===== config.mk =====
export PLATFORM = sky130hd
export DESIGN_NAME = multi_cycle_ctrl_flat
export DESIGN_NICKNAME = d
export VERILOG_FILES = /design/src/rtl/multi_cycle_ctrl_if.sv /design/src/rtl/multi_cycle_ctrl.sv /design/src/flat_wrapper.sv
export SDC_FILE = /design/constraint.sdc
export NUM_CORES = 1
export LEC_CHECK = 0
export ABC_AREA = 1
export BUFFER_PORTS_ARGS = -buffer_cell sky130_fd_sc_hd__buf_2
export CAP_MARGIN = 20
export CELL_PAD_IN_SITES_DETAIL_PLACEMENT = 1
export CELL_PAD_IN_SITES_GLOBAL_PLACEMENT = 1
export CORE_ASPECT_RATIO = 1.1
export CORE_MARGIN = 8
export CORE_UTILIZATION = 32
export DETAILED_ROUTE_END_ITERATION = 16
export GPL_TIMING_DRIVEN = 0
export PLACE_DENSITY_LB_ADDON = 0.1
export RECOVER_POWER = 50
export SYNTH_ARGS = -nofsm -noshare
export SYNTH_HDL_FRONTEND = slang
export SYNTH_SLANG_ARGS = --single-unit

===== constraint.sdc =====
create_clock -name clk -period 2.8 [get_ports clk]
set_input_delay 0.14 -clock clk [delete_from_list [all_inputs] [get_ports clk]]
set_output_delay 0.14 -clock clk [all_outputs]
set_load 0.01 [all_outputs]

===== src/rtl/multi_cycle_ctrl_if.sv =====
`default_nettype none
//============================================================================
// Module      : multi_cycle_ctrl_if
// Description : Bundle between the multi-cycle MIPS control unit and the
//               shared datapath it steers.
//               Inputs to the controller:
//                 opCode[5:0]  - IR[31:26]
//                 memReady     - memory finishes the current access this cycle
//               Outputs from the controller:
//                 pcWrite, pcWriteCond, iorD, memRead, memWrite, irWrite,
//                 memToReg, regDest, regWrite, aluSrcA   - 1-bit controls
//                 aluSrcB[1:0]  - 00 B, 01 +4, 10 imm, 11 imm<<2
//                 aluOp[1:0]    - 00 add, 01 sub, 10 funct-decoded
//                 pcSource[1:0] - 00 ALU, 01 ALUOut, 10 jump target
//                 instrDone     - pulse on the last cycle of an instruction
//                 illegalOp     - pulse in DECODE on an illegal opcode,
//                                 held high while halted
//               Modports: master = control unit, slave = datapath side.
// Revision    : 1.0 - initial release
//============================================================================
interface multi_cycle_ctrl_if;
    logic [5:0] opCode;
    logic       memReady;

    logic       pcWrite;
    logic       pcWriteCond;
    logic       iorD;
    logic       memRead;
    logic       memWrite;
    logic       irWrite;
    logic       memToReg;
    logic       regDest;
    logic       regWrite;
    logic       aluSrcA;
    logic [1:0] aluSrcB;
    logic [1:0] aluOp;
    logic [1:0] pcSource;
    logic       instrDone;
    logic       illegalOp;

    modport master (
        input  opCode, memReady,
        output pcWrite, pcWriteCond, iorD, memRead, memWrite, irWrite,
               memToReg, regDest, regWrite, aluSrcA, aluSrcB, aluOp,
               pcSource, instrDone, illegalOp
    );

    modport slave (
        output opCode, memReady,
        input  pcWrite, pcWriteCond, iorD, memRead, memWrite, irWrite,
               memToReg, regDest, regWrite, aluSrcA, aluSrcB, aluOp,
               pcSource, instrDone, illegalOp
    );
endinterface
`default_nettype wire


===== src/rtl/multi_cycle_ctrl.sv =====
`default_nettype none
//============================================================================
// Module      : multi_cycle_ctrl
// Description : Moore control FSM for a multi-cycle MIPS datapath. Sequences
//               fetch / decode / execute / memory / write-back with a
//               variable-latency memory handshake, optional addi support and
//               a selectable illegal-opcode policy (skip or halt).
//               Ports:
//                 clk    - rising-edge clock
//                 reset  - synchronous, active-high; forces FETCH
//                 bus    - multi_cycle_ctrl_if.master (opCode, memReady in;
//                          datapath controls, instrDone, illegalOp out)
//               Parameters:
//                 ADDI_EN         - 1 accepts addi (001000), 0 treats it as
//                                   illegal
//                 HALT_ON_ILLEGAL - 1 parks in HALT until reset, 0 skips the
//                                   offending instruction
// Revision    : 1.0 - initial release
//============================================================================
module multi_cycle_ctrl #(
    parameter bit ADDI_EN         = 1'b1,
    parameter bit HALT_ON_ILLEGAL = 1'b0
) (
    input  wire logic         clk,
    input  wire logic         reset,
    multi_cycle_ctrl_if.master bus
);

    localparam logic [5:0] c_OP_RTYPE = 6'b000000;
    localparam logic [5:0] c_OP_LW    = 6'b100011;
    localparam logic [5:0] c_OP_SW    = 6'b101011;
    localparam logic [5:0] c_OP_BEQ   = 6'b000100;
    localparam logic [5:0] c_OP_J     = 6'b000010;
    localparam logic [5:0] c_OP_ADDI  = 6'b001000;

    // The address-calculation step is split into a load flavour and a store
    // flavour so the lw/sw choice is made once, in DECODE. The state register
    // then carries it and opCode is never consulted outside DECODE.
    typedef enum logic [3:0] {
        S_FETCH       = 4'd0,
        S_DECODE      = 4'd1,
        S_MEM_ADDR_LW = 4'd2,
        S_MEM_ADDR_SW = 4'd3,
        S_MEM_READ    = 4'd4,
        S_MEM_WB      = 4'd5,
        S_MEM_WRITE   = 4'd6,
        S_EXECUTE     = 4'd7,
        S_R_WB        = 4'd8,
        S_BRANCH      = 4'd9,
        S_JUMP        = 4'd10,
        S_ADDI_EXEC   = 4'd11,
        S_ADDI_WB     = 4'd12,
        S_HALT        = 4'd13
    } state_t;

    state_t r_state;
    state_t w_nextState;
    state_t w_outState;

    logic w_opLegal;

    logic       w_pcWrite;
    logic       w_pcWriteCond;
    logic       w_iorD;
    logic       w_memRead;
    logic       w_memWrite;
    logic       w_irWrite;
    logic       w_memToReg;
    logic       w_regDest;
    logic       w_regWrite;
    logic       w_aluSrcA;
    logic [1:0] w_aluSrcB;
    logic [1:0] w_aluOp;
    logic [1:0] w_pcSource;
    logic       w_instrDone;
    logic       w_illegalOp;

    //------------------------------------------------------------------------
    // State register
    //------------------------------------------------------------------------
    always_ff @(posedge clk) begin
        if (reset) begin
            r_state <= S_FETCH;
        end else begin
            r_state <= w_nextState;
        end
    end

    //------------------------------------------------------------------------
    // Opcode legality (only meaningful while in DECODE)
    //------------------------------------------------------------------------
    always_comb begin
        w_opLegal = 1'b0;
        case (bus.opCode)
            c_OP_RTYPE,
            c_OP_LW,
            c_OP_SW,
            c_OP_BEQ,
            c_OP_J:    w_opLegal = 1'b1;
            c_OP_ADDI: w_opLegal = ADDI_EN;
            default:   w_opLegal = 1'b0;
        endcase
    end

    //------------------------------------------------------------------------
    // Next-state logic
    //------------------------------------------------------------------------
    always_comb begin
        w_nextState = r_state;
        case (r_state)
            S_FETCH: begin
                if (bus.memReady) begin
                    w_nextState = S_DECODE;
                end
            end
            S_DECODE: begin
                case (bus.opCode)
                    c_OP_LW:    w_nextState = S_MEM_ADDR_LW;
                    c_OP_SW:    w_nextState = S_MEM_ADDR_SW;
                    c_OP_RTYPE: w_nextState = S_EXECUTE;
                    c_OP_BEQ:   w_nextState = S_BRANCH;
                    c_OP_J:     w_nextState = S_JUMP;
                    default:    w_nextState = S_FETCH;
                endcase
                if (ADDI_EN && (bus.opCode == c_OP_ADDI)) begin
                    w_nextState = S_ADDI_EXEC;
                end
                if (!w_opLegal && HALT_ON_ILLEGAL) begin
                    w_nextState = S_HALT;
                end
            end
            S_MEM_ADDR_LW: w_nextState = S_MEM_READ;
            S_MEM_ADDR_SW: w_nextState = S_MEM_WRITE;
            S_MEM_READ: begin
                if (bus.memReady) begin
                    w_nextState = S_MEM_WB;
                end
            end
            S_MEM_WB:      w_nextState = S_FETCH;
            S_MEM_WRITE: begin
                if (bus.memReady) begin
                    w_nextState = S_FETCH;
                end
            end
            S_EXECUTE:     w_nextState = S_R_WB;
            S_R_WB:        w_nextState = S_FETCH;
            S_BRANCH:      w_nextState = S_FETCH;
            S_JUMP:        w_nextState = S_FETCH;
            S_ADDI_EXEC:   w_nextState = S_ADDI_WB;
            S_ADDI_WB:     w_nextState = S_FETCH;
            S_HALT:        w_nextState = S_HALT;
            default:       w_nextState = S_FETCH;
        endcase
    end

    //------------------------------------------------------------------------
    // Output decode
    //------------------------------------------------------------------------
    // While reset is held the outputs already show FETCH values, even before
    // the first edge has loaded the state register.
    assign w_outState = reset ? S_FETCH : r_state;

    always_comb begin
        w_pcWrite     = 1'b0;
        w_pcWriteCond = 1'b0;
        w_iorD        = 1'b0;
        w_memRead     = 1'b0;
        w_memWrite    = 1'b0;
        w_irWrite     = 1'b0;
        w_memToReg    = 1'b0;
        w_regDest     = 1'b0;
        w_regWrite    = 1'b0;
        w_aluSrcA     = 1'b0;
        w_aluSrcB     = 2'b00;
        w_aluOp       = 2'b00;
        w_pcSource    = 2'b00;
        w_instrDone   = 1'b0;
        w_illegalOp   = 1'b0;
        case (w_outState)
            S_FETCH: begin
                w_memRead = 1'b1;
                w_aluSrcB = 2'b01;
                // PC+4 and the IR load commit only once the fetch completes.
                w_pcWrite = bus.memReady;
                w_irWrite = bus.memReady;
            end
            S_DECODE: begin
                w_aluSrcB   = 2'b11;
                w_illegalOp = !w_opLegal;
                w_instrDone = !w_opLegal && !HALT_ON_ILLEGAL;
            end
            S_MEM_ADDR_LW,
            S_MEM_ADDR_SW,
            S_ADDI_EXEC: begin
                w_aluSrcA = 1'b1;
                w_aluSrcB = 2'b10;
            end
            S_MEM_READ: begin
                w_memRead = 1'b1;
                w_iorD    = 1'b1;
            end
            S_MEM_WB: begin
                w_memToReg  = 1'b1;
                w_regWrite  = 1'b1;
                w_instrDone = 1'b1;
            end
            S_MEM_WRITE: begin
                w_memWrite  = 1'b1;
                w_iorD      = 1'b1;
                w_instrDone = bus.memReady;
            end
            S_EXECUTE: begin
                w_aluSrcA = 1'b1;
                w_aluOp   = 2'b10;
            end
            S_R_WB: begin
                w_regDest   = 1'b1;
                w_regWrite  = 1'b1;
                w_instrDone = 1'b1;
            end
            S_BRANCH: begin
                w_aluSrcA     = 1'b1;
                w_aluOp       = 2'b01;
                w_pcWriteCond = 1'b1;
                w_pcSource    = 2'b01;
                w_instrDone   = 1'b1;
            end
            S_JUMP: begin
                w_pcWrite   = 1'b1;
                w_pcSource  = 2'b10;
                w_instrDone = 1'b1;
            end
            S_ADDI_WB: begin
                w_regWrite  = 1'b1;
                w_instrDone = 1'b1;
            end
            S_HALT: begin
                w_illegalOp = 1'b1;
            end
            default: begin
                w_illegalOp = 1'b0;
            end
        endcase
    end

    assign bus.pcWrite     = w_pcWrite;
    assign bus.pcWriteCond = w_pcWriteCond;
    assign bus.iorD        = w_iorD;
    assign bus.memRead     = w_memRead;
    assign bus.memWrite    = w_memWrite;
    assign bus.irWrite     = w_irWrite;
    assign bus.memToReg    = w_memToReg;
    assign bus.regDest     = w_regDest;
    assign bus.regWrite    = w_regWrite;
    assign bus.aluSrcA     = w_aluSrcA;
    assign bus.aluSrcB     = w_aluSrcB;
    assign bus.aluOp       = w_aluOp;
    assign bus.pcSource    = w_pcSource;
    assign bus.instrDone   = w_instrDone;
    assign bus.illegalOp   = w_illegalOp;

endmodule
`default_nettype wire


===== src/flat_wrapper.sv =====
// flat-port wrapper written by rule: the top's interface ports become plain ports
module multi_cycle_ctrl_flat 
#(
    parameter bit ADDI_EN         = 1'b1,
    parameter bit HALT_ON_ILLEGAL = 1'b0
)
  (clk, reset, bus_opCode, bus_memReady, bus_pcWrite, bus_pcWriteCond, bus_iorD, bus_memRead, bus_memWrite, bus_irWrite, bus_memToReg, bus_regDest, bus_regWrite, bus_aluSrcA, bus_aluSrcB, bus_aluOp, bus_pcSource, bus_instrDone, bus_illegalOp);
  multi_cycle_ctrl_if bus_i ();
  input  wire logic clk;
  input  wire logic reset;
  input wire logic [$bits(bus_i.opCode)-1:0] bus_opCode;
  input wire logic [$bits(bus_i.memReady)-1:0] bus_memReady;
  output wire logic [$bits(bus_i.pcWrite)-1:0] bus_pcWrite;
  output wire logic [$bits(bus_i.pcWriteCond)-1:0] bus_pcWriteCond;
  output wire logic [$bits(bus_i.iorD)-1:0] bus_iorD;
  output wire logic [$bits(bus_i.memRead)-1:0] bus_memRead;
  output wire logic [$bits(bus_i.memWrite)-1:0] bus_memWrite;
  output wire logic [$bits(bus_i.irWrite)-1:0] bus_irWrite;
  output wire logic [$bits(bus_i.memToReg)-1:0] bus_memToReg;
  output wire logic [$bits(bus_i.regDest)-1:0] bus_regDest;
  output wire logic [$bits(bus_i.regWrite)-1:0] bus_regWrite;
  output wire logic [$bits(bus_i.aluSrcA)-1:0] bus_aluSrcA;
  output wire logic [$bits(bus_i.aluSrcB)-1:0] bus_aluSrcB;
  output wire logic [$bits(bus_i.aluOp)-1:0] bus_aluOp;
  output wire logic [$bits(bus_i.pcSource)-1:0] bus_pcSource;
  output wire logic [$bits(bus_i.instrDone)-1:0] bus_instrDone;
  output wire logic [$bits(bus_i.illegalOp)-1:0] bus_illegalOp;
  assign bus_i.opCode = bus_opCode;
  assign bus_i.memReady = bus_memReady;
  assign bus_pcWrite = bus_i.pcWrite;
  assign bus_pcWriteCond = bus_i.pcWriteCond;
  assign bus_iorD = bus_i.iorD;
  assign bus_memRead = bus_i.memRead;
  assign bus_memWrite = bus_i.memWrite;
  assign bus_irWrite = bus_i.irWrite;
  assign bus_memToReg = bus_i.memToReg;
  assign bus_regDest = bus_i.regDest;
  assign bus_regWrite = bus_i.regWrite;
  assign bus_aluSrcA = bus_i.aluSrcA;
  assign bus_aluSrcB = bus_i.aluSrcB;
  assign bus_aluOp = bus_i.aluOp;
  assign bus_pcSource = bus_i.pcSource;
  assign bus_instrDone = bus_i.instrDone;
  assign bus_illegalOp = bus_i.illegalOp;
  multi_cycle_ctrl #(.ADDI_EN(ADDI_EN), .HALT_ON_ILLEGAL(HALT_ON_ILLEGAL)) u_core (.clk(clk), .reset(reset), .bus(bus_i));
endmodule

==> Word-level counts from Yosys, hierarchy flattened <==
Index checks and enable logic that the tools add are counted.
{ "word_totals": {"rom_bits": 0, "output_inout_bits": 18, "inputBits": 9, "wordCells": 65, "mem_bits_rw": 0, "latch_bits": 0, "n_memories": 0, "register_bits": 4} }
{ "op_classes": {"bitwise": 0, "n_mul": 0, "eq_ne": 29, "n_lt_le_gt_ge": 0, "mux": 23, "div_mod_pow": 0, "n_reduce_logical": 12, "shift": 0, "add_sub_neg": 0} }
{ "op_table": {"columns": ["cell", "count"], "rows": [
  ["4-bit case mux with 9 select lines", 1],
  ["4-bit == test, second input constant", 8],
  ["4-bit by 3-bit == test with 1-bit output, second input constant", 7],
  ["4-bit two-way mux", 5],
  ["4-bit case mux with 5 select lines", 1],
  ["4-bit by 2-bit == test with 1-bit output, second input constant", 4],
  ["6-bit == test, second input constant", 2],
  ["1-bit two-way mux", 10],
  ["5-bit OR reduction", 2],
  ["4-bit by 1-bit == test with 1-bit output, second input constant", 2],
  ["4-bit zero test", 2],
  ["2-bit case mux with 2 select lines", 2],
  ["6-bit by 2-bit == test with 1-bit output, second input constant", 1],
  ["6-bit by 3-bit == test with 1-bit output, second input constant", 1],
  ["6-bit by 4-bit == test with 1-bit output, second input constant", 1],
  ["6-bit zero test", 1],
  ["2-bit != test, second input constant", 3],
  ["2-bit case mux with 3 select lines", 1],
  ["3-bit OR reduction", 2],
  ["6-bit OR reduction", 1],
  ["1-bit case mux with 2 select lines", 2],
  ["2-bit OR reduction", 2],
  ["1-bit case mux with 3 select lines", 1],
  ["3-bit AND reduction", 1],
  ["1-bit zero test", 1]
]} }

==> Logic depth before layout (Yosys ltp) <==
Gate-level depths: netlist (run 1).
{ "depth": {"word_depth": 5, "mapped_depth": 9} }

==> Worst setup path after synthesis (run 1) <==
Ideal clock, no wire load.
{ "synth_path": {"path_type": "reg-to-output", "from": "register u_core.r_state[2]", "to": "output port bus_instrDone", "arrival_ns": 1.022, "slack_ns": 1.638, "required_ns": 2.660, "stages_incl_launch_ff": 10, "cell_sequence": "dfxtp_1 -> buf_6 -> inv_2 -> nor2_4 -> nand2_2 -> inv_2 -> nand2_2 -> nand2_2 -> nor2_1 -> nand3_1"} }
{ "synth_via": {"elab_chain_len": 4} }
{ "synth_rtl": {"columns": ["item", "line", "source"], "rows": [
  ["from (decl)", "multi_cycle_ctrl.sv:56", "state_t r_state;"],
  ["from (signal assigned)", "multi_cycle_ctrl.sv:85", "r_state <= w_nextState;"],
  ["4-bit two-way mux (*)", "multi_cycle_ctrl.sv:161", "assign w_outState = reset ? S_FETCH : r_state;"],
  ["4-bit by 3-bit == test with 1-bit output / 4-bit == test (equally long branches)", "multi_cycle_ctrl.sv:179", "case (w_outState)"],
  ["5-bit OR reduction (no source line)", null, null],
  ["1-bit case mux with 3 select lines (*)", "multi_cycle_ctrl.sv:179", null],
  ["to (decl)", "flat_wrapper.sv:26", "output wire logic [$bits(bus_i.instrDone)-1:0] bus_instrDone;"]
]} }
Every way passes the cells marked *; elsewhere a longest branch is shown, timed or not.

==> Worst setup path after layout (run 1) <==
Same ends and word-level chain as after synthesis.

==> impl_results.md, run 1 <==
* Met1 wire length at 849 um
* Final ANT Viol Nets at 0
* Crit path buf inv count at 3
* Worst-path clk slew at 40 ps
* Detail Route met3 WL at 136 um
* Dpl hpwl at 1.80 mm
* Max Slew Vio Count at 0
* CTS Buffer Depth at 2
* Largest reg by FF count: u_core.r_state
* P_int at 0.000131 W
* Sequential area share after synthesis at 12.0%
* Number of global-route vias before repair at 899
* Largest net degree at the start of global routing at 11
* Synth cell types at 23
* Cells after Synth at 119
* Worst-Skew Late Latency at 240 ps
* DRT iter0 DRCs at 20
* Area Overhead vs Synth at 22.7%
* Critical Path End Type: output port
* Layout Utilization at 40.9%
* Total track usage at 11.4%
* Placed Area at 827 um^2
* Vias at 841
* Power per cell area at 244 nW/um^2
* Final Cell Area at 818 um^2
* # rows at 17
* Core Area at 2000 um^2
* Hold/Removal Path Class: primary input to flop
* Critical path's slowest cell: clkbuf_1
* Slew of the pin with the lowest slew margin at 380 ps
* Clock Tree Root: clkbuf_4
* Mapped Area at 667 um^2
* Topmost layer with routed signal wires: met4
* Commonest non-fill, non-tap cell in the layout: nand2_1
* Setup Buffers After CTS at 0
* Global-route wire length before repair at 3.61 mm
* Cells along the critical path: clkbuf_1 -> inv_1 -> nor2_1 -> nand2_1 -> nor2_1 -> nand2_1 -> nand3_1 -> buf_2
* I/O pin count at 27
* Met2 routed WL at 1.06 mm
* Avg Inst Size Synth at 5.60 um^2
* Initial antenna violation count at 0
* Drt pass-1 iters at 4
* Final worst setup slack at 776 ps
* H-Tree Depth at 1
* Net Switching at 0.0000685 W
* Die Wd at 59.5 um
* Total number of yosys warnings at 0
* Initial core utilization at 33.4%
* Setup WS pre-CTS at 1450 ps
* Largest regs: u_core.r_state x4
* Worst IR drop on VDD at 200 uV
* Share of the synthesized area in the top cell type at 14.6%
* DR DRC count at 0
* Critical path arrival at 1880 ps
* Die Area at 3800 um^2
* CTS tree: built
* Sum Neg Setup Slack at 0 ps
* Clock skew at 0.149 ps
* Final worst path period need at 2020 ps
* Die height at 63.9 um
* Final setup vio count at 0
* Remaining global-route overflow at 0
* Crit-path leading delay family: simple AND/OR/NAND/NOR gates
* Mapped Nets at 128
* Crit Path Max Fanout at 8
* Yosys reg bits at 4
* Buffers on Ports at 25
* Max cap viols at 0
* Register share of total power at 30.3%
* Number of diodes at 0
* Most frequent cells in the layout: 27 x nand2_1, 23 x nor2_1, 22 x buf_2
* Startpoint type of the worst setup path: flop
* Drt wl/cell at 11.9 um
* Fmax at 494 MHz
* Post-route insts no fill at 175
* Switch share at 34.3%
* Status: complete, no violations
* Lkg Pwr at 0.510 nW
* Rel. slew slack at 74.7%
* Final hold violation count at 0
* Max reg flops at 4
* Clock network fraction of total power at 36.4%
* CTS buffer count at 3
* Cell taking the most area after synthesis: nand2_1
* Hold_buf cts at 0
* Fin crit share at 72.3%
* Vias per cell at 4.81
* Share of post-route cells with drive strength above 1 at 29.3%
* Clock Sinks at 4
* Worst setup path category: flop to output port
* Logic gate share of total power at 33.4%
* Layout Nets at 158
* Delay of the slowest cell on the worst path at 310 ps
* Unrepaired setup endpoints after global routing: false
* Routability cong. at 0.798
* DP Cell Count at 172
* Synth area leaders: nand2_1 15%, dfxtp_1 12%, nand3_1 12%
* Worst EP required at 2660 ps
* PostCTS Resize Cnt at 0
* Final wirelength at 2.08 mm
-- cells in the mapped netlist --
master    count
a21oi_1       2
inv_2         4
inv_1        15
nand3_1      16
inv_4         1
nor2_4        3
o21bai_1      1
buf_4         2
nor2_1       21
nor2_2        2
nand4_1       2
nand2_2       5
nor3_2        1
buf_6         3
nand2_4       1
a21oi_2       1
and2_4        1
nand2_1      26
nand4_2       1
nand3b_1      2
dfxtp_1       4
o211ai_1      2
o21ai_0       3
-- metal layers --
| metal | up-vias | track usage, % |
|---|---|---|
| li1 | 426 | - |
| met4 | 0 | 2.99 |
| met3 | 6 | 3.80 |
| met5 | - | 0 |
| met1 | 385 | 11.7 |
| met2 | 24 | 21.2 |
-- power groups by stage --
stage / registers [W] / logic, W / clock network, W
final: 0.0000603 / 0.0000665 / 0.0000726
after global routing: 0.0000604 / 0.0000748 / 0.0000797
after CTS: 0.0000604 / 0.0000692 / 0.0000743
after detailed placement: 0.0000612 / 0.0000689 / 0
after global placement: 0.0000611 / 0.0000679 / 0
after floorplan: 0.0000609 / 0.0000463 / 0
-- cell families (layout without fill, tap and decap cells) --
group	after synthesis	count (layout)	synth area share, %
AO/OA/AOI/OAI	9	9	8.44
buffers and inverters	25	53	18.9
flip-flops	4	4	12.0
AND/OR/NAND/NOR	81	81	60.6
-- stage by stage --
| step | hold WS (ps) | total power, W |
|---|---|---|
| 2_1_floorplan | 356 | 0.000107 |
| 3_3_place_gp | 380 | 0.000129 |
| 3_5_place_dp | 383 | 0.000130 |
| 4_1_cts | 135 | 0.000204 |
| 5_1_grt | 123 | 0.000215 |
| 6_report | 126 | 0.000199 |
-- final timing paths --
check / from / end / slack [ps] / cells past startpoint
max reg2reg: u_core.r_state[2] / u_core.r_state[0] / 1400 / 7
min reg2reg: u_core.r_state[1] / u_core.r_state[1] / 620 / 2
min: reset / u_core.r_state[3] / 130 / 2
max: u_core.r_state[2] / bus_instrDone / 780 / 8
-- cell type report --
type,instances,area (um^2)
Tap cell,28,35.0
Sequential cell,4,80.1
Multi-Input combinational cell,90,440
Timing Repair Buffer,25,121
Inverter,20,77.6
Clock buffer,3,22.5
Buffer,5,41.3
Fill cell,312,1180
Note: power is estimated with default switching activity, not from simulation.
==> run 2: changes to the inputs <==
--- a/config.mk
+++ b/config.mk
@@ -12,7 +12,7 @@
 export CELL_PAD_IN_SITES_GLOBAL_PLACEMENT = 1
 export CORE_ASPECT_RATIO = 1.1
 export CORE_MARGIN = 8
-export CORE_UTILIZATION = 32
+export CORE_UTILIZATION = 30
 export DETAILED_ROUTE_END_ITERATION = 16
 export GPL_TIMING_DRIVEN = 0
 export PLACE_DENSITY_LB_ADDON = 0.1
==> constraint.sdc (replaced) <==
create_clock -name clk -period 1.9 [get_ports clk]
set_input_delay 0.095 -clock clk [delete_from_list [all_inputs] [get_ports clk]]
set_output_delay 0.095 -clock clk [all_outputs]
set_load 0.01 [all_outputs]
==> run 2 against run 1 <==
  * Die area up 4.9%
  * Utilization decreased by 2.3 points
  * Sequential share of layout area down 0.29 points
  * Combinational power is 49% higher
  * Clock skew up 4.0 ps
  * Via count fell by 1.7%
  * Largest cell class unchanged
==> impl_results.md, run 2 (same netlist as run 1, synthesis figures left out) <==
* Die Area at 3990 um^2 (+4.9%)
* Critical path arrival at 1470 ps (-410 ps)
* DR DRC count at 0 (unchanged)
* Net Switching at 0.0000978 W (+43%)
* Final worst path period need at 1560 ps
* Worst IR drop on VDD at 466 uV (+130%)
* CTS buffer count at 3 (unchanged)
* Die Wd at 61.0 um (+2.4%)
* Core Area at 2180 um^2 (+9.3%)
* Slew of the pin with the lowest slew margin at 281 ps (-98.1 ps)
* Initial core utilization at 30.5% (-2.8 points)
* Worst-Skew Late Latency at 230 ps (about the same)
* Hold_buf cts at 0 (unchanged)
* Final setup vio count at 0 (unchanged)
* Area Overhead vs Synth at 26.5%
* PostCTS Resize Cnt at 0 (unchanged)
* # rows at 18 (+1)
* Sum Neg Setup Slack at 0 ps (unchanged)
* Number of global-route vias before repair at 816 (-9.2%)
* Drt wl/cell at 11.7 um (-0.94%)
* Number of diodes at 0 (unchanged)
* Status: complete, no violations
* Lkg Pwr at 0.522 nW (+2.2%)
* Most frequent cells in the layout: 27 x nand2_1, 22 x nor2_1, 22 x buf_2
* Worst setup path category: flop to output port
* Power per cell area at 345 nW/um^2 (+41%)
* Die height at 65.5 um (+2.5%)
* Reg-to-Reg End: u_core.r_state[2]
* DRT iter0 DRCs at 7 (-65%)
* Commonest non-fill, non-tap cell in the layout: nand2_1
* Rel. slew slack at 81.2% (+6.5 points)
* Layout Nets at 158 (unchanged)
* Setup Buffers After CTS at 0 (unchanged)
* Dpl hpwl at 1.83 mm (+1.2%)
* Drt pass-1 iters at 4 (unchanged)
* Largest regs: u_core.r_state x4
* Switch share at 33.7% (-0.67 points)
* Unrepaired setup endpoints after global routing: false
* Final wirelength at 2.08 mm (+0.19%)
* P_int at 0.000193 W (+47%)
* Hold EP: u_core.r_state[3]
* Final ANT Viol Nets at 0 (unchanged)
* Remaining global-route overflow at 0 (unchanged)
* Initial antenna violation count at 0 (unchanged)
* Clock Tree Root: clkbuf_4
* Logic gate share of total power at 34.1% (+0.7 points)
* Vias per cell at 4.67 (-2.8%)
* Largest reg by FF count: u_core.r_state
* Hold/Removal Path Class: primary input to flop
* Critical R2R Launch: u_core.r_state[2]
* Total track usage at 10.6% (-0.85 points)
* Worst r2r path cells at 8 (+1)
* Share of post-route cells with drive strength above 1 at 31.3% (+2.0 points)
* I/O pin count at 27 (unchanged)
* Worst hold stages at 2 (unchanged)
* CTS tree: built
* Fin crit share at 82.2%
* Fill cell total of the finished layout at 327 (+4.8%)
* Critical Path End Type: output port
* Global-route wire length before repair at 3.41 mm (-5.5%)
* Clock Sinks at 4 (unchanged)
* Largest net degree at the start of global routing at 11 (unchanged)
* Max cap viols at 0 (unchanged)
* Clock skew at 4.16 ps (+4.02 ps)
* Total power at 0.000291 W (+46%)
* Max reg flops at 4 (unchanged)
* Routability cong. at 0.800 (+0.23%)
* CTS Buffer Depth at 2 (unchanged)
* Register share of total power at 30.6% (+0.3 points)
* Flop-to-flop setup slack at 610 ps (-790 ps)
* Vias at 827 (-1.7%)
* Worst EP required at 1800 ps (-860 ps)
* Clock network fraction of total power at 35.4% (-1.0 points)
* Max Slew Vio Count at 0 (unchanged)
* Worst-path clk slew at 30 ps (about the same)
* Final hold violation count at 0 (unchanged)
* H-Tree Depth at 1 (unchanged)
* Buffers on Ports at 25 (unchanged)
* Crit Path Max Fanout at 7 (-1)
* Hold_ws at 106 ps (-20.5 ps)
* Fmax at 640 MHz
* Min-delay src: reset
* Startpoint type of the worst setup path: flop
run 2: cell types whose count changed in the layout (fill, tap and decap cells not counted):
cell,before,now
clkbuf_1,4,3
nor2_1,23,22
and2_4,0,1
nor2_4,1,3
nor2_2,2,1
and2_0,1,0
buf_6,2,3
run 2: worst max path at each step:
stage / startpoint / endpoint / slack [ps] / depth (start not counted)
after floorplan: u_core.r_state[2] / bus_instrDone / 780 / 9
after global placement: u_core.r_state[0] / bus_instrDone / 590 / 8
after detailed placement: u_core.r_state[2] / bus_instrDone / 560 / 7
after CTS: u_core.r_state[2] / bus_instrDone / 300 / 7
after global routing: u_core.r_state[3] / bus_instrDone / 170 / 8
final: u_core.r_state[3] / bus_instrDone / 340 / 8
run 2: layer usage:
metal  vias to the layer above  track usage, %  wire length, um
met5                         -               0                0
met4                         0           0.875                0
met3                         0            2.93              150
met2                        21            19.6             1070
met1                       378            11.9              860
li1                        428               -                -
run 2: worst max-delay path, cell delays in order (launching register included):
cell     delay (ps)
dfxtp_1         400
inv_1           160
nand2_1         160
inv_1            80
nand2_2          70
nand2_2          50
nor2_1          100
nand3_1          70
buf_2           140
run 2: power by group through the flow:
stage,clock network [W],logic (W),registers (W)
2_1_floorplan,0,0.0000682,0.0000898
3_3_place_gp,0,0.000101,0.0000900
3_5_place_dp,0,0.000103,0.0000901
4_1_cts,0.000110,0.000103,0.0000888
5_1_grt,0.000117,0.000111,0.0000892
6_report,0.000103,0.0000990,0.0000888
run 2: layout make-up:
type	instances	area [um^2]	area share [%]
multi-input cells	90	455	54.0
well taps	30	37.5	4.45
flip-flops and latches	4	80.1	9.50
plain buffers	5	48.8	5.79
clock buffers	3	22.5	2.67
inverters	20	77.6	9.20
repair buffers	25	121	14.4
run 2: through the flow:
step                      util, %  setup slack [ps]  cell area (um^2)  instances
after global placement       38.0               594               830        174
after global routing         38.6               169               843        177
after floorplan                 -               783               667        119
after detailed placement     38.0               559               830        174
after CTS                    39.0               300               852        177
final                        38.6               337               843        177
==> run 3: changes to the inputs <==
==> constraint.sdc (replaced) <==
create_clock -name clk -period 1.55 [get_ports clk]
set_input_delay 0.0775 -clock clk [delete_from_list [all_inputs] [get_ports clk]]
set_output_delay 0.0775 -clock clk [all_outputs]
set_load 0.01 [all_outputs]
==> run 3 against run 2 <==
  * First-iteration DRC count grew 130%
  * Largest power group is now combinational cells
  * Critical path type unchanged
  * Critical endpoint unchanged
  * Cell count up 2.8%
  * Clock power increased by 23%
  * Largest cell class unchanged
  * Critical path depth fell by 1
  * Wire length increased by 6.3%
==> impl_results.md, run 3 (same netlist as run 1, synthesis figures left out) <==
* Most Frequent Cell on Critical Path: nor2_1
* Die Area at 3990 um^2 (unchanged)
* Worst EP required at 1470 ps (-330 ps)
* Drt wl/cell at 12.1 um (+3.3%)
* Drt pass-1 iters at 3 (-1)
* Final hold violation count at 0 (unchanged)
* Worst-path clk slew at 40 ps (about the same)
* I/O pin count at 27 (unchanged)
* Lkg Pwr at 0.545 nW (+4.5%)
* Total power at 0.000371 W (+28%)
* Cells along the critical path: buf_6 -> nor2_2 -> nor2_1 -> nor2_1 -> nand3b_1 -> nand3_1 -> buf_2
* Crit Path Max Fanout at 8 (+1)
* Multi-input gate area at 464 um^2 (+1.9%)
* Max Slew Vio Count at 0 (unchanged)
* Rel. slew slack at 81.2% (about the same)
* Core Area at 2180 um^2 (unchanged)
* Dpl hpwl at 1.83 mm (unchanged)
* Clock Tree Root: clkbuf_4
* Number of diodes at 0 (unchanged)
* Reg-to-Reg End: u_core.r_state[2]
* Commonest non-fill, non-tap cell in the layout: nand2_1
* Routability cong. at 0.800 (unchanged)
* Min-delay src: reset
* Register area at 85.1 um^2 (+6.2%)
* DRT iter0 DRCs at 16 (+9)
* CTS Buffer Depth at 2 (unchanged)
* CTS buffer count at 3 (unchanged)
* Max reg flops at 4 (unchanged)
* Initial core utilization at 30.5% (unchanged)
* Worst-Skew Late Latency at 240 ps (about the same)
* Critical Path End Type: output port
* Largest regs: u_core.r_state x4
* Critical R2R Launch: u_core.r_state[0]
* Final Cell Area at 897 um^2 (+6.4%)
* Vias per cell at 4.65 (-0.51%)
* Status: complete, no violations
* Final ANT Viol Nets at 0 (unchanged)
* Delay of the slowest cell on the worst path at 300 ps (-100 ps)
* Vias at 846 (+2.3%)
* Fill cell total of the finished layout at 323 (-1.2%)
* Clock Sinks at 4 (unchanged)
* Initial antenna violation count at 0 (unchanged)
* Worst hold stages at 2 (unchanged)
* Startpoint type of the worst setup path: flop
* Final worst path period need at 1460 ps
* Global-route wire length before repair at 3.41 mm (unchanged)
* Hold_buf cts at 0 (unchanged)
* Share of post-route cells with drive strength above 1 at 38.2% (+6.9 points)
* H-Tree Depth at 1 (unchanged)
* Largest reg by FF count: u_core.r_state
* Largest net degree at the start of global routing at 11 (unchanged)
* Final wirelength at 2.21 mm (+6.3%)
* Hold EP: u_core.r_state[3]
* Hold/Removal Path Class: primary input to flop
* Layout Nets at 163 (+3.2%)
* DR DRC count at 0 (unchanged)
* Worst setup path category: flop to output port
* # rows at 18 (unchanged)
* Power per cell area at 414 nW/um^2 (+20%)
* Fin crit share at 94.3%
* Flop-to-flop setup slack at 310 ps (-300 ps)
* Number of global-route vias before repair at 818 (+0.25%)
* Remaining global-route overflow at 0 (unchanged)
* Placed Area at 830 um^2 (unchanged)
* Buffers on Ports at 25 (unchanged)
* Final setup vio count at 0 (unchanged)
* Fmax at 684 MHz
* Die Wd at 61.0 um (unchanged)
* Layout Utilization at 41.1% (+2.5 points)
* Critical path's slowest cell: dfxtp_1
* Die height at 65.5 um (unchanged)
* Worst r2r path cells at 6 (-2)
* Most frequent cells in the layout: 26 x nand2_1, 22 x buf_2, 20 x nor2_1
* Worst IR drop on VDD at 589 uV (+26%)
* Critical path arrival at 1380 ps (-90 ps)
* Max cap viols at 0 (unchanged)
* Area Overhead vs Synth at 34.5%
* Hold_ws at 97.3 ps (-8.19 ps)
* Slew of the pin with the lowest slew margin at 281 ps (-0.605 ps)
* Total track usage at 10.6% (-0.039 points)
* Clock skew at 4.71 ps (+0.550 ps)
* CTS tree: built
==> run 3: worst max path at each step <==
| stage | start | end | slack (ps) |
|---|---|---|---|
| CTS | u_core.r_state[3] | bus_instrDone | 50 |
| global placement | u_core.r_state[0] | bus_instrDone | 260 |
| detailed placement | u_core.r_state[2] | bus_instrDone | 230 |
| floorplan | u_core.r_state[2] | bus_instrDone | 450 |
| global route | u_core.r_state[2] | bus_instrDone | -10 |
| finish | u_core.r_state[2] | bus_instrDone | 90 |
==> run 3: area by class of cell <==
| type | count | share of cell area [%] |
|---|---|---|
| plain buffers | 5 | 5.44 |
| clock buffers | 3 | 2.51 |
| multi-input cells | 90 | 51.7 |
| flip-flops and latches | 4 | 9.48 |
| well taps | 30 | 4.18 |
| repair buffers | 30 | 17.7 |
| inverters | 20 | 8.93 |
==> run 3: per-stage QoR <==
stage	cells	setup TNS, ps	setup WS, ps
5_1_grt	182	-11.2	-11.2
3_5_place_dp	174	0	227
3_3_place_gp	174	0	262
2_1_floorplan	119	0	451
4_1_cts	177	0	47.1
6_report	182	0	87.8
==> run 3: critical path: cells and delay by family (launching register included) <==
family / cells / cell delay [ps]
buffers and inverters: 2 / 260
DFF: 1 / 300
and+or+nand+nor: 5 / 570
==> run 3: what timing repair did <==
action,CTS,global route
setup endpoints to repair,2,5
buffers inserted,0,5
resized for setup,4,3
pin swaps,0,2
==> run 3: per-layer routing <==
metal / share of wire, % / wire [um] / global-route usage (%) / vias to the layer above
met3: 6.8 / 150 / 2.93 / 0
met2: 54 / 1180 / 19.6 / 19
met4: 0 / 0 / 0.875 / 0
met5: 0 / 0 / 0 / -
met1: 40 / 873 / 11.8 / 390
li1: - / - / - / 437
==> run 3: power breakdown <==
part           internal, W  switching, W
sequential        0.000105    0.00000215
clock            0.0000864     0.0000403
combinational    0.0000542     0.0000828
total             0.000246      0.000125
